--- config.mk ---
export PLATFORM = sky130hd
export DESIGN_NAME = decoder
export DESIGN_NICKNAME = d
export VERILOG_FILES = /design/src/rtl/decoder.sv
export SDC_FILE = /design/constraint.sdc
export NUM_CORES = 1
export LEC_CHECK = 0
export ABC_AREA = 1
export BUFFER_PORTS_ARGS = -buffer_cell sky130_fd_sc_hd__buf_2
export CAP_MARGIN = 10
export CORE_ASPECT_RATIO = 0.9
export CORE_MARGIN = 1
export CORE_UTILIZATION = 50
export CTS_BUF_LIST = sky130_fd_sc_hd__clkbuf_4 sky130_fd_sc_hd__clkbuf_8 sky130_fd_sc_hd__clkbuf_16
export DETAILED_ROUTE_END_ITERATION = 16
export PLACE_DENSITY_LB_ADDON = 0.3
export SLEW_MARGIN = 0
export SYNTH_ARGS = -nofsm -noshare
export SYNTH_HDL_FRONTEND = slang
export SYNTH_SLANG_ARGS = --single-unit
--- constraint.sdc ---
create_clock -name clk -period 1.4 [get_ports clk]
set_input_delay 0.14 -clock clk [delete_from_list [all_inputs] [get_ports clk]]
set_output_delay 0.14 -clock clk [all_outputs]
set_load 0.02 [all_outputs]
--- src/rtl/decoder.sv ---
// -----------------------------------------------------------------------------
// decoder
//   Turns a sequence of token ids back into a byte string. Each token id is
//   read from a token RAM. The matching string is then located in a vocab RAM,
//   where strings are separated by SEP and the table ends at END_MARK. The
//   string's bytes are written one per cycle to an output RAM. done is raised
//   when every token has been decoded. err is raised on an unknown token, on
//   running off the vocab RAM, or on overflowing the output RAM.
//
// Ports
//   clk, rst           clock (rising edge), asynchronous active-high reset
//   cs                 1 starts/holds a run, 0 aborts and returns to IDLE
//   n_tokens           number of tokens to decode, sampled at start
//   tok_addr/tok_data  token RAM read port (data one cycle after address)
//   vocab_addr/_data   vocab RAM read port (data one cycle after address)
//   out_addr/_data/_we output RAM write port
//   out_len            bytes written so far (final length when done)
//   done, err          terminal status, held until cs drops
// -----------------------------------------------------------------------------
module decoder #(
  parameter int                    ADDR_WIDTH = 4,
  parameter int                    DATA_WIDTH = 8,
  parameter logic [DATA_WIDTH-1:0] SEP        = '0,
  parameter logic [DATA_WIDTH-1:0] END_MARK   = '1
) (
  input  logic                  clk,
  input  logic                  rst,
  input  logic                  cs,
  input  logic [ADDR_WIDTH:0]   n_tokens,
  output logic [ADDR_WIDTH-1:0] tok_addr,
  input  logic [DATA_WIDTH-1:0] tok_data,
  output logic [ADDR_WIDTH-1:0] vocab_addr,
  input  logic [DATA_WIDTH-1:0] vocab_data,
  output logic [ADDR_WIDTH-1:0] out_addr,
  output logic [DATA_WIDTH-1:0] out_data,
  output logic                  out_we,
  output logic [ADDR_WIDTH:0]   out_len,
  output logic                  done,
  output logic                  err
);

  localparam logic [ADDR_WIDTH-1:0] ADDR_MAX = '1;
  localparam logic [ADDR_WIDTH:0]   OUT_FULL = {1'b1, {ADDR_WIDTH{1'b0}}};

  typedef enum logic [2:0] {
    S_IDLE,
    S_FETCH,   // token address on the bus
    S_LOAD,    // token id arrives; vocab address 0 on the bus
    S_SEEK,    // skipping strings until the target one starts
    S_COPY,    // writing bytes of the target string
    S_DONE,
    S_ERR
  } state_t;

  state_t                state_q, state_d;
  logic [ADDR_WIDTH:0]   n_q, n_d;
  logic [ADDR_WIDTH:0]   idx_q, idx_d;
  logic [ADDR_WIDTH:0]   len_q, len_d;
  logic [DATA_WIDTH-1:0] target_q, target_d;
  logic [DATA_WIDTH-1:0] cnt_q, cnt_d;
  // vaddr_q is the address currently driven; daddr_q is the address whose
  // data is on vocab_data this cycle (the one driven a cycle earlier).
  logic [ADDR_WIDTH-1:0] vaddr_q, vaddr_d;
  logic [ADDR_WIDTH-1:0] daddr_q, daddr_d;

  logic                  we;
  logic                  last_byte;
  logic                  is_sep;
  logic                  is_end;
  logic [DATA_WIDTH-1:0] cnt_inc;
  logic [ADDR_WIDTH:0]   idx_inc;

  assign last_byte = (daddr_q == ADDR_MAX);
  assign is_sep    = (vocab_data == SEP);
  assign is_end    = (vocab_data == END_MARK);
  assign cnt_inc   = cnt_q + 1'b1;
  assign idx_inc   = idx_q + 1'b1;

  always_comb begin
    state_d  = state_q;
    n_d      = n_q;
    idx_d    = idx_q;
    len_d    = len_q;
    target_d = target_q;
    cnt_d    = cnt_q;
    vaddr_d  = vaddr_q;
    daddr_d  = daddr_q;
    we       = 1'b0;

    if (!cs) begin
      // Abort from anywhere; out_len is deliberately left untouched.
      state_d = S_IDLE;
    end else begin
      case (state_q)
        S_IDLE: begin
          n_d     = n_tokens;
          idx_d   = '0;
          len_d   = '0;
          state_d = (n_tokens == '0) ? S_DONE : S_FETCH;
        end

        S_FETCH: begin
          vaddr_d = '0;
          state_d = S_LOAD;
        end

        S_LOAD: begin
          target_d = tok_data;
          cnt_d    = '0;
          daddr_d  = vaddr_q;
          vaddr_d  = vaddr_q + 1'b1;
          // Token 0 is the first string, so copying starts at address 0.
          state_d  = (tok_data == '0) ? S_COPY : S_SEEK;
        end

        S_SEEK: begin
          if (is_end || last_byte) begin
            // Unknown token, or the next byte would lie past the vocab RAM.
            state_d = S_ERR;
          end else begin
            daddr_d = vaddr_q;
            if (vaddr_q != ADDR_MAX) vaddr_d = vaddr_q + 1'b1;
            if (is_sep) begin
              cnt_d = cnt_inc;
              if (cnt_inc == target_q) state_d = S_COPY;
            end
          end
        end

        S_COPY: begin
          if (is_sep || is_end) begin
            idx_d   = idx_inc;
            state_d = (idx_inc == n_q) ? S_DONE : S_FETCH;
          end else if (len_q == OUT_FULL) begin
            state_d = S_ERR;
          end else begin
            we    = 1'b1;
            len_d = len_q + 1'b1;
            // The terminator of this string would be beyond the vocab RAM.
            if (last_byte) begin
              state_d = S_ERR;
            end else begin
              daddr_d = vaddr_q;
              if (vaddr_q != ADDR_MAX) vaddr_d = vaddr_q + 1'b1;
            end
          end
        end

        S_DONE:  state_d = S_DONE;
        S_ERR:   state_d = S_ERR;
        default: state_d = S_IDLE;
      endcase
    end
  end

  always_ff @(posedge clk or posedge rst) begin
    if (rst) begin
      state_q  <= S_IDLE;
      n_q      <= '0;
      idx_q    <= '0;
      len_q    <= '0;
      target_q <= '0;
      cnt_q    <= '0;
      vaddr_q  <= '0;
      daddr_q  <= '0;
    end else begin
      state_q  <= state_d;
      n_q      <= n_d;
      idx_q    <= idx_d;
      len_q    <= len_d;
      target_q <= target_d;
      cnt_q    <= cnt_d;
      vaddr_q  <= vaddr_d;
      daddr_q  <= daddr_d;
    end
  end

  assign tok_addr   = idx_q[ADDR_WIDTH-1:0];
  assign vocab_addr = vaddr_q;
  assign out_we     = we;
  assign out_addr   = we ? len_q[ADDR_WIDTH-1:0] : '0;
  assign out_data   = we ? vocab_data : '0;
  assign out_len    = len_q;
  assign done       = (state_q == S_DONE);
  assign err        = (state_q == S_ERR);

endmodule

# [Word level (Yosys, flattened, before mapping)]
# Cells that the tools add are included.
[op_classes] mux=36 addsub=4 reduce_logical=18 eq_ne=21
[op_table] operator="$mux 4" n=10
[op_table] operator="$mux 3" n=10
[op_table] operator="$mux 8" n=3
[op_table] operator="$pmux 3 s7" n=1
[op_table] operator="$pmux 5 s2" n=2
[op_table] operator="$logic_not 8->1" n=2
[op_table] operator="$pmux 4 s4" n=1
[op_table] operator="$pmux 8 s2" n=1
[op_table] operator="$mux 5" n=3
[op_table] operator="$ne 2x2->1 const B" n=6
[op_table] operator="$ne 4x4->1 const B" n=3
[op_table] operator="$pmux 4 s3" n=1
[op_table] operator="$reduce_and 6->1" n=2
[op_table] operator="$add 5x1->5 const B" n=2
[op_table] operator="$eq 3x3->1 const B" n=3
[op_table] operator="$add 8x1->8 const B" n=1
[op_table] operator="$eq 8x8->1" n=1
[op_table] operator="$eq 8x8->1 const B" n=1
[op_table] operator="$reduce_and 4->1" n=2
[op_table] operator="$eq 3x2->1 const B" n=2
[op_table] operator="$reduce_and 3->1" n=2
[op_table] operator="$eq 5x5->1" n=1
[op_table] operator="$eq 5x5->1 const B" n=1
[op_table] operator="$logic_not 5->1" n=1
[op_table] operator="11 further kinds" n=17
[totals] out_inout_bits=28 regBits=42 elab_cells=87

# [Logic depth before layout (Yosys ltp)]
[logic_depth] depth_word=7 depth_mapped=13

# [Least setup slack after synthesis]
# No wires, ideal clock.
[synth_path] kind="reg2out" start="reg len_q[0], in the netlist out_len[0]" end="out out_addr[0]" setup_slack_ns=-0.403 t_arrival_ns=1.663 path_buffers=1 stages_incl_launch_ff=9 required_ns=1.260 cell_sequence="dfrtp_1 inv_1 ha_1 nand4_1 nand2_1 nor2_4 nand2_4 buf_2 nor2_1"
[synth_between] elab_chain_len=6
[synth_lines] item="start: declaration" line="58" text="logic [ADDR_WIDTH:0] len_q, len_d;"
[synth_lines] item="start signal: assignment" line="170" text="len_q <= len_d;"
[synth_lines] item="$eq 5x5->1" line="134" text="end else if (len_q == OUT_FULL) begin"
[synth_lines] item="$mux 1" line="134"
[synth_lines] item="$mux 1" line="131" text="if (is_sep || is_end) begin"
[synth_lines] item="$mux 1" line="94" text="case (state_q)"
[synth_lines] item="$mux 1" line="90" text="if (!cs) begin"
[synth_lines] item="$mux 4 (*)" line="181" text="assign out_addr = we ? len_q[ADDR_WIDTH-1:0] : '0;"
[synth_lines] item="end: declaration" line="34" text="output logic [ADDR_WIDTH-1:0] out_addr,"
# Every way passes the cells marked *; elsewhere a longest branch is shown, timed or not.

# [Worst setup path in the final report]
[layout_path] start="reg len_q[1], in the netlist out_len[1]" end="out out_data[5]"
[layout_between] elab_chain_len=6
[layout_lines] item="$eq 5x5->1" line="134"
[layout_lines] item="$mux 1" line="134"
[layout_lines] item="$mux 1" line="131"
[layout_lines] item="$mux 1" line="94"
[layout_lines] item="$mux 1" line="90"
[layout_lines] item="$mux 8" line="182" text="assign out_data = we ? vocab_data : '0;"
[layout_lines] item="end: declaration" line="35" text="output logic [DATA_WIDTH-1:0] out_data,"
# No other way between the ends.

==> results.ini <==
[clock_network]
clk-insertion-delay-late_ns = 0.31
cts_root_buffer = clkbuf_8
cts.sink_count = 42
cts_buffers = 5
path_clk_slew_ns = 0.09
cts_buffer_depth = 2
cts_tree = built
htree_levels = 2

[die]
die_h_um = 70.9
ios = 52
initial_utilization = 0.532
core_mm2 = 0.00495
die-area_mm2 = 0.00556
row_count = 24
die_w_um = 78.5

[timing]
relSlewSlack = 0.747
max_freq_mhz = 531
fin_crit_ns = 1.88
tightestPinTransition_ns = 0.377
rsz0062_at_grt = true
fin_ws_ns = -0.483
finalMaxSlewViolations = 0
hold_ws_ns = 0.0852
setup_viol = 57
fin_crit_sh = 1.35
finalHoldViolCount = 0
skew_ns = 0.00786

[placed_design]
place.port_buffers = 51
dp.cells = 545
dpl_worst_slack_ns = -0.218
place.gp.congestion = 0.847
dp_hpwl_um = 5120
placed_cell_area_mm2 = 0.00349

[power]
p_clk_frac = 0.136
leakagePower_nw = 2.11
seq_power_share = 0.277
peakVddDrop_mv = 0.931
power.density_mw_per_mm2 = 1530
swShare = 0.444
power_switching_w = 0.00284
combPwrFrac = 0.587
p_int_w = 0.00356

[cells_and_area]
area_growth_pct = 58.5
diodes = 0
fin_cells = 569
final_core_util = 0.842
nets = 532
stdcell_area_mm2 = 0.00417
layout-drive-gt1-share = 0.458

[grt]
grt_max_degree = 43
antenna_found_initial = 0
grt_overflow_total = 0
grt_pass1_vias = 2945
grt_usage = 0.292
grt_pass1_wl_um = 12800

[min_path]
whs_path_depth = 2
min_to = n_q[1]
hp-start = n_tokens[1]
hold_class = in -> reg

[setup_path]
crit_chain = inv_2 > ha_2 > nand4_1 > nand2_2 > nor2_4 > nand2_4 > buf_12 > nor2_4 > buf_6
startpoint_type = register
r2r_slack_ns = -0.34
critPathMaxStageDelay_ns = 0.37
critPathRequiredTime_ns = 1.26
end_kind = output port
timing.rr.end = state_q[0]
path_class = reg -> out
reg2reg_depth = 10
crit_top_cell = nor2_4
slowest_stage = dfrtp_2
cp_max_fo = 6
critical_path_buf_inv_count = 3
cp.arrival_ns = 1.74
cp_top_family = simple AND/OR/NAND/NOR gates
rr_startpoint = cnt_q[4]

[synth]
synth_cell_type_count = 28
ys_warn_count = 0
netlist_area_mm2 = 0.00263
avgSynthCellArea_um2 = 7.00
synth.net_count = 405
synth-main-ff-cell = dfrtp_1
async_flop_share = 1.00
seq_area_frac_synth = 0.399
synth_edf_count = 0
syn_inst = 376
ys_ff_latch = 42

[routing]
drtIter0Drc = 356
wl_per_cell_um = 17.4
via_per_inst = 5.82
route.detailed.drc = 0
drt-total-wl_um = 9870
dr.pass1.iters = 6
ant_nets = 0
vias = 3314

[run_status]
violations = negative setup slack
status = finished with violations

[job]
max_cap_violations = 0

## kinds of logic (layout without fill, tap and decap cells)
kind of cell	after synthesis	count (layout)	synth area share
XOR/XNOR	6	6	0.0200
AND/OR/NAND/NOR	216	217	0.362
multiplexers	3	3	0.0128
adder cells (fa/ha/maj)	5	5	0.0238
flip-flops	42	42	0.399
buffers and inverters	61	188	0.0931
AO/OA/AOI/OAI	43	43	0.0898
## power by group through the flow
stage / Combinational (W) / Sequential, W / Clock [W]
2_1_floorplan: 0.00148 / 0.00183 / 0
3_3_place_gp: 0.00247 / 0.00174 / 0
3_5_place_dp: 0.00256 / 0.00176 / 0
4_1_cts: 0.00289 / 0.00173 / 0.000852
5_1_grt: 0.00400 / 0.00179 / 0.000910
6_report: 0.00376 / 0.00177 / 0.000869
## worst register-to-register path, stage by stage, from the launching register on
cell and delay [ns]:
dfrtp_1 0.36, nand2_1 0.16, nor3_1 0.23, buf_4 0.18
nand2_1 0.09, nand2_1 0.12, nand3_1 0.11, nand2_1 0.10
nand3_2 0.07, nand2_2 0.12, o21ai_1 0.10
## per-stage QoR
stage	total power (W)	TNS, ns
global placement	0.00421	-3.43
detailed placement	0.00431	-5.11
finish	0.00640	-15.46
floorplan	0.00330	-3.27
global route	0.00670	-18.76
CTS	0.00547	-8.16
## repair_timing
action | in CTS | in global routing
gates cloned | 0 | 1
endpoints found under the hold margin | 42 | 0
setup buffers | 7 | 9
gates resized for setup | 65 | 74
hold buffers | 1 | 0
endpoints found under the setup margin | 52 | 57
pin swaps | 18 | 30
## placed cells by master, fill, tap and decap left out, types with 9 or more instances in the layout
| master | synthesis | layout |
|---|---|---|
| inv_2 | 3 | 9 |
| nor2_4 | 2 | 15 |
| nand2_4 | 1 | 9 |
| nand3_1 | 36 | 30 |
| inv_1 | 51 | 42 |
| o21ai_2 | 2 | 10 |
| nand2_1 | 111 | 93 |
| nor2_2 | 0 | 9 |
| nand2_2 | 6 | 15 |
| nor2_1 | 41 | 19 |
| a21oi_1 | 10 | 9 |
| dfrtp_1 | 42 | 40 |
| buf_4 | 4 | 59 |
| o21ai_1 | 5 | 9 |
| buf_2 | 1 | 36 |
| buf_6 | 0 | 26 |
## cell usage after synthesis, types with 2 or more instances
cell type | instances | area [µm²]
mux2_2 | 3 | 33.8
o21ai_1 | 5 | 25.0
inv_2 | 3 | 11.3
clkbuf_1 | 2 | 7.51
o21ai_0 | 20 | 100
nand3b_1 | 4 | 30.0
o31ai_1 | 4 | 30.0
nor2_4 | 2 | 22.5
ha_1 | 5 | 62.6
nor2_1 | 41 | 154
inv_1 | 51 | 191
xor2_1 | 5 | 43.8
nand4_1 | 7 | 43.8
nor3_1 | 6 | 30.0
nand3_1 | 36 | 180
a21oi_1 | 10 | 50.1
o21ai_2 | 2 | 17.5
buf_4 | 4 | 30.0
nand2_2 | 6 | 37.5
dfrtp_1 | 42 | 1050
nand2_1 | 111 | 417
## worst max path at each step
| stage | from | end | slack, ns | cells past startpoint |
|---|---|---|---|---|
| finish | out_len[1] | out_data[5] | -0.48 | 9 |
| global route | out_len[1] | out_data[5] | -0.56 | 9 |
| CTS | state_q[0] | out_addr[3] | -0.41 | 10 |
| detailed placement | cnt_q[0] | state_q[2] | -0.22 | 13 |
| global placement | state_q[2] | cnt_q[4] | -0.17 | 6 |
| floorplan | out_len[1] | out_addr[0] | -0.19 | 8 |
## sequential cells by signal (all words and copies together), names as in the netlist
signal and cells:
out_len 5, state_q 3, daddr_q 4, idx_q 5, cnt_q 8, target_q 8
vocab_addr 4, n_q 5
## routing by layer
layer  global-route usage  wire length, µm  vias to the layer above
met5                    0                0                        -
met4                0.123              442                        0
met3               0.0581              838                       55
met2                0.517             4970                      233
met1                0.345             3630                     1572
li1                     -                -                     1454
## cell type report
cell class | count | area, µm²
sequential | 42 | 1050
inverter | 54 | 210
timing repair buffer | 126 | 996
tap | 65 | 81.3
multi-input combinational | 274 | 1740
fill | 265 | 781
clock inverter | 1 | 5.00
clock buffer | 7 | 90.1
Note: power is estimated with default switching activity, not from simulation.
